<file path="src/rtl/cache_arbiter_pkg.sv">
// Shared types for the I/D cache memory arbiter.
// Optional build macro used by this block: ARB_ROUND_ROBIN_EN.
package rv32i_types;

  typedef enum logic [1:0] {
    IDLE   = 2'd0,
    I_BUSY = 2'd1,
    D_BUSY = 2'd2
  } arb_state_t;

endpackage

</file>
<file path="src/rtl/cache_arbiter_grant.sv">
// Grant selection between I-side and D-side requests.
// ARB_ROUND_ROBIN_EN defined: contention goes to the side not granted last.
// ARB_ROUND_ROBIN_EN undefined: D-side always wins contention.
module arbiter_grant (
  input  logic last_grant,  // 1 = D-side held the most recent grant
  input  logic i_req,
  input  logic d_req,
  output logic grant_d,
  output logic grant_i
);

`ifdef ARB_ROUND_ROBIN_EN
  // On contention, hand the grant to the side that waited last time
  always_comb begin
    grant_d = d_req && (!i_req || !last_grant);
    grant_i = i_req && (!d_req || last_grant);
  end
`else
  logic unused_last_grant;
  assign unused_last_grant = last_grant;

  // Fixed priority: D-side first
  always_comb begin
    grant_d = d_req;
    grant_i = i_req && !d_req;
  end
`endif

endmodule

</file>
<file path="src/rtl/cache_arbiter.sv">
// Arbitrates I-cache fills and D-cache fills/writebacks onto one memory port.
// Optional build macro: ARB_ROUND_ROBIN_EN (round-robin instead of D-first).
module cache_arbiter
  import rv32i_types::*;
#(
  parameter int unsigned LINE_W = 256,
  parameter int unsigned ADDR_W = 32
) (
  input  logic              clk,
  input  logic              rst,
  input  logic              i_read,
  input  logic [ADDR_W-1:0] i_addr,
  output logic [LINE_W-1:0] i_rdata,
  output logic              i_resp,
  input  logic              d_read,
  input  logic              d_write,
  input  logic [ADDR_W-1:0] d_addr,
  input  logic [LINE_W-1:0] d_wdata,
  output logic [LINE_W-1:0] d_rdata,
  output logic              d_resp,
  output logic              pmem_read,
  output logic              pmem_write,
  output logic [ADDR_W-1:0] pmem_address,
  output logic [LINE_W-1:0] pmem_wdata,
  input  logic [LINE_W-1:0] pmem_rdata,
  input  logic              pmem_resp
);

  arb_state_t        state;
  arb_state_t        state_next;
  logic [ADDR_W-1:0] addr_q;
  logic [LINE_W-1:0] wdata_q;
  logic              read_q;
  logic              write_q;
  logic              d_req;
  logic              grant_d;
  logic              grant_i;
  logic              last_d;

  assign d_req = d_read || d_write;

  arbiter_grant u_grant (
    .last_grant (last_d),
    .i_req      (i_read),
    .d_req      (d_req),
    .grant_d    (grant_d),
    .grant_i    (grant_i)
  );

`ifdef ARB_ROUND_ROBIN_EN
  // Remember the side granted last; reset leaves priority with the D-side
  always_ff @(posedge clk) begin
    if (rst) begin
      last_d <= 1'b0;
    end else if (state == IDLE && (grant_d || grant_i)) begin
      last_d <= grant_d;
    end
  end
`else
  assign last_d = 1'b0;
`endif

  // Next-state logic
  always_comb begin
    state_next = state;
    case (state)
      IDLE: begin
        if (grant_d) begin
          state_next = D_BUSY;
        end else if (grant_i) begin
          state_next = I_BUSY;
        end
      end
      I_BUSY, D_BUSY: begin
        if (pmem_resp) begin
          state_next = IDLE;
        end
      end
      default: state_next = IDLE;
    endcase
  end

  // State register
  always_ff @(posedge clk) begin
    if (rst) begin
      state <= IDLE;
    end else begin
      state <= state_next;
    end
  end

  // Latch the granted request; memory-side outputs come only from here
  always_ff @(posedge clk) begin
    if (rst) begin
      addr_q  <= '0;
      wdata_q <= '0;
      read_q  <= 1'b0;
      write_q <= 1'b0;
    end else if (state == IDLE) begin
      if (grant_d) begin
        addr_q  <= d_addr;
        wdata_q <= d_wdata;
        write_q <= d_write;
        read_q  <= !d_write;
      end else if (grant_i) begin
        addr_q  <= i_addr;
        wdata_q <= '0;
        write_q <= 1'b0;
        read_q  <= 1'b1;
      end
    end else if (pmem_resp) begin
      read_q  <= 1'b0;
      write_q <= 1'b0;
    end
  end

  assign pmem_read    = read_q;
  assign pmem_write   = write_q;
  assign pmem_address = addr_q;
  assign pmem_wdata   = wdata_q;

  // Completion is steered to the owning side in the memory response cycle
  assign i_resp  = (state == I_BUSY) && pmem_resp && !rst;
  assign d_resp  = (state == D_BUSY) && pmem_resp && !rst;
  assign i_rdata = pmem_rdata;
  assign d_rdata = pmem_rdata;

endmodule

</file>
<file path="config.mk">
export PLATFORM = sky130hd
export DESIGN_NAME = cache_arbiter
export DESIGN_NICKNAME = d
export VERILOG_FILES = /design/src/rtl/cache_arbiter_pkg.sv /design/src/rtl/cache_arbiter_grant.sv /design/src/rtl/cache_arbiter.sv
export SDC_FILE = /design/constraint.sdc
export NUM_CORES = 1
export LEC_CHECK = 0
export CAP_MARGIN = 20
export CORE_AREA = 2 2 539 541
export CTS_CLUSTER_DIAMETER = 150
export DETAILED_ROUTE_END_ITERATION = 10
export DIE_AREA = 0 0 541 543
export PLACE_DENSITY = 0.35
export SYNTH_ARGS = -nofsm -noshare
export SYNTH_HDL_FRONTEND = slang
export SYNTH_SLANG_ARGS = --single-unit
</file>
<file path="constraint.sdc">
create_clock -name clk -period 4.7 [get_ports clk]
set_clock_uncertainty 0.2 [all_clocks]
set_input_delay 0.94 -clock clk [delete_from_list [all_inputs] [get_ports clk]]
set_output_delay 0.94 -clock clk [all_outputs]
set_load 0.02 [all_outputs]
</file>
==> results.yml <==
timing:
  period_share: 0.760
  timing.fmax_mhz: 280
  rsz0062_at_grt: "false"
  slew_violations: 0
  setup_tns_ps: 0
  finalHoldViolCount: 0
  tightest_slew_ps: 935
  fin_hold_ws_ps: 268
  period_minus_slack_ps: 3570
  relSlewSlack: 0.375
  finalSetupViolations: 0
logic_synthesis:
  syn_area_per_cell_um2: 10.3
  synth_top_area_share: 0.437
  ys_seq_area_frac: 0.437
  syn_area_um2: 13400
  synth_area_leaders: "dfxtp_1 44%, buf_4 29%, a22o_1 17%"
  yosysTopAreaCell: "dfxtp_1"
  yosysWarnings: 0
  syn-num-nets: 1880
  ys_ff_latch: 292
  synthCells: 1295
  ys_types: 26
route:
  vias: 10419
  drt_wl_total_um: 143000
  dr.pass1.iters: 5
  viasPerCell: 2.00
  drc: 0
  drt-initial-drc-count: 606
  avgRoutedWirePerCell_um: 27.5
  antenna_left: 0
clock_tree:
  cts_buffer_depth: 3
  hold_buffers: 0
  htree_levels: 2
  cts-buffers-inserted: 42
  root_buffer: "clkbuf_16"
  cts_sinks: 292
  postCtsSetupRepairBufs: 0
  clkSlewWorstSetupHoldPaths_ps: 50
  clock_latency_ps: 670
  cts_tree: "done"
  postCtsResizedCells: 0
worst_setup_path:
  cp_cell_sequence: "clkdlybuf4s50_1 > and3b_1 > clkdlybuf4s50_1"
  max_stage_delay_ps: 650
  start_kind: "input port"
  r2r_start: "state[1]"
  endpoint_kind: "output pin"
  cp.required_ps: 3560
  critPathSlowestCell: "clkdlybuf4s50_1"
  cp.arrival_ps: 2430
  crit_type: "in2out"
  crit_path_start: "pmem_resp"
  cp_max_fo: 4
  crit_path_frequent_cell: "clkdlybuf4s50_1"
global_routing:
  grt_max_degree: 123
  grt_pass1_vias: 10313
  antenna_found_initial: 96
  grt_pass1_wl_um: 165000
  grt_usage: 0.0928
  overflow: 0
pwr:
  powerDensity_nw_per_um2: 406
  power.leakage_nw: 6.64
  max-vdd-ir-drop_v: 0.000358
floorplan:
  die-area_um2: 294000
  die_x_um: 541
  rows: 197
  start_util: 0.0466
  io_pins: 1386
  coreArea_um2: 287000
  die_h_um: 543
cells_and_area:
  instances_no_fill: 5199
  drive_gt1_frac: 0.0645
  post-route-cell-area_um2: 21500
  n_fill_cell: 33375
  utilization: 0.0747
  syn2layout_area_growth_pct: 60.4
  nets: 1966
min_path:
  min_path_type: "reg2reg"
  min-delay-start: "pmem_wdata[69]"
place:
  io_buffers: 617
  dpl.hpwl_um: 128000
  place.gp.congestion: 0.702
  post_dp_cell_area_um2: 20100
  dp.cells: 5118
job:
  maxCapViolations: 0
outcome:
  outcome: "finished, final reports clean"
## registers in the layout, summed over array words and instances (netlist names)
name / flops
pmem_address: 32
pmem_read: 1
state: 2
pmem_wdata: 256
pmem_write: 1
## cell type report
cell class                 count  area, um^2  area share
timing repair buffer         633        6330       0.295
antenna                        8        20.0    0.000932
clock buffer                  56        1170      0.0546
inverter                       3        11.3    0.000524
multi-input combinational    409        3140       0.146
clock inverter                17         226      0.0105
sequential                   292        5850       0.272
tap                         3781        4730       0.220
## per-layer routing
metal	wire (um)	vias to the layer above	share of wire	GRT usage
met5	357	-	0.0025	0.00937
met4	6900	10	0.048	0.0402
met3	33000	435	0.23	0.0978
met2	57700	1163	0.40	0.134
met1	45000	4584	0.31	0.0830
li1	-	4227	-	-
## kinds of logic (layout without fill, tap and decap cells)
logic type / count (synthesis) / count (layout) / share of synthesized area
AO/OA/AOI/OAI: 330 / 330 / 0.206
adder cells (fa/ha/maj): 3 / 3 / 0.00280
buffers and inverters: 594 / 709 / 0.329
flip-flops: 292 / 292 / 0.437
other: 0 / 8 / 0
AND/OR/NAND/NOR: 76 / 76 / 0.0256
## layout by cell type, fill, tap and decap left out, types with 2 or more instances in the layout
master           instances
dfxtp_1                292
clkbuf_16               42
o21ai_0                 35
a21oi_1                  3
clkbuf_8                 7
nand2_1                 33
buf_2                    3
clkbuf_1                 7
diode_2                  8
and3b_1                  2
buf_12                   4
clkdlybuf4s50_1        613
clkinv_2                 4
nor2_1                  33
a311oi_1                32
nor2b_1                  2
inv_1                    3
clkinv_4                 3
a22o_1                 256
bufinv_16                3
clkinvlp_4               3
buf_4                   13
ha_1                     3
inv_6                    2
## final timing paths
| kind | cells after the start | end | slack, ps |
|---|---|---|---|
| hold / removal | 1 | pmem_wdata[69] | 270 |
| setup / recovery | 3 | d_resp | 1130 |
| hold reg to reg | 1 | pmem_wdata[69] | 270 |
| setup reg to reg | 6 | pmem_wdata[253] | 2120 |
## worst max-delay path: cells and delay by family
family	cells	cell delay, ps
buffers and inverters	2	1260
AND/OR/NAND/NOR	1	230
## cell usage after synthesis
cell type / count
nor3_1: 1
buf_2: 35
nor2b_1: 2
a22o_1: 256
nor2_1: 33
dfxtp_1: 292
nor3b_1: 1
clkbuf_2: 1
nor3b_2: 1
nor2_8: 1
a311oi_1: 32
buf_4: 513
o21ai_0: 35
clkbuf_1: 14
inv_1: 3
or3b_2: 1
ha_1: 3
and3b_1: 2
a21oi_1: 3
a31oi_1: 1
o21a_1: 1
buf_6: 28
o32ai_1: 1
o31a_4: 1
nand2_1: 33
nor2_4: 1
## power by group
| group | leakage [nW] | internal (mW) | switching [mW] |
|---|---|---|---|
| Combinational | 3.55 | 0.964 | 1.45 |
| Clock | 0.677 | 1.93 | 1.41 |
| Sequential | 2.41 | 2.78 | 0.180 |
## per-stage QoR
stage / worst slack (ps) / total power [mW]
2_1_floorplan: 2110 / 4.52
3_3_place_gp: 1070 / 5.48
3_5_place_dp: 1110 / 5.48
4_1_cts: 1100 / 8.95
5_1_grt: 1080 / 9.14
6_report: 1130 / 8.71
Power figures use the tool's default switching activity.
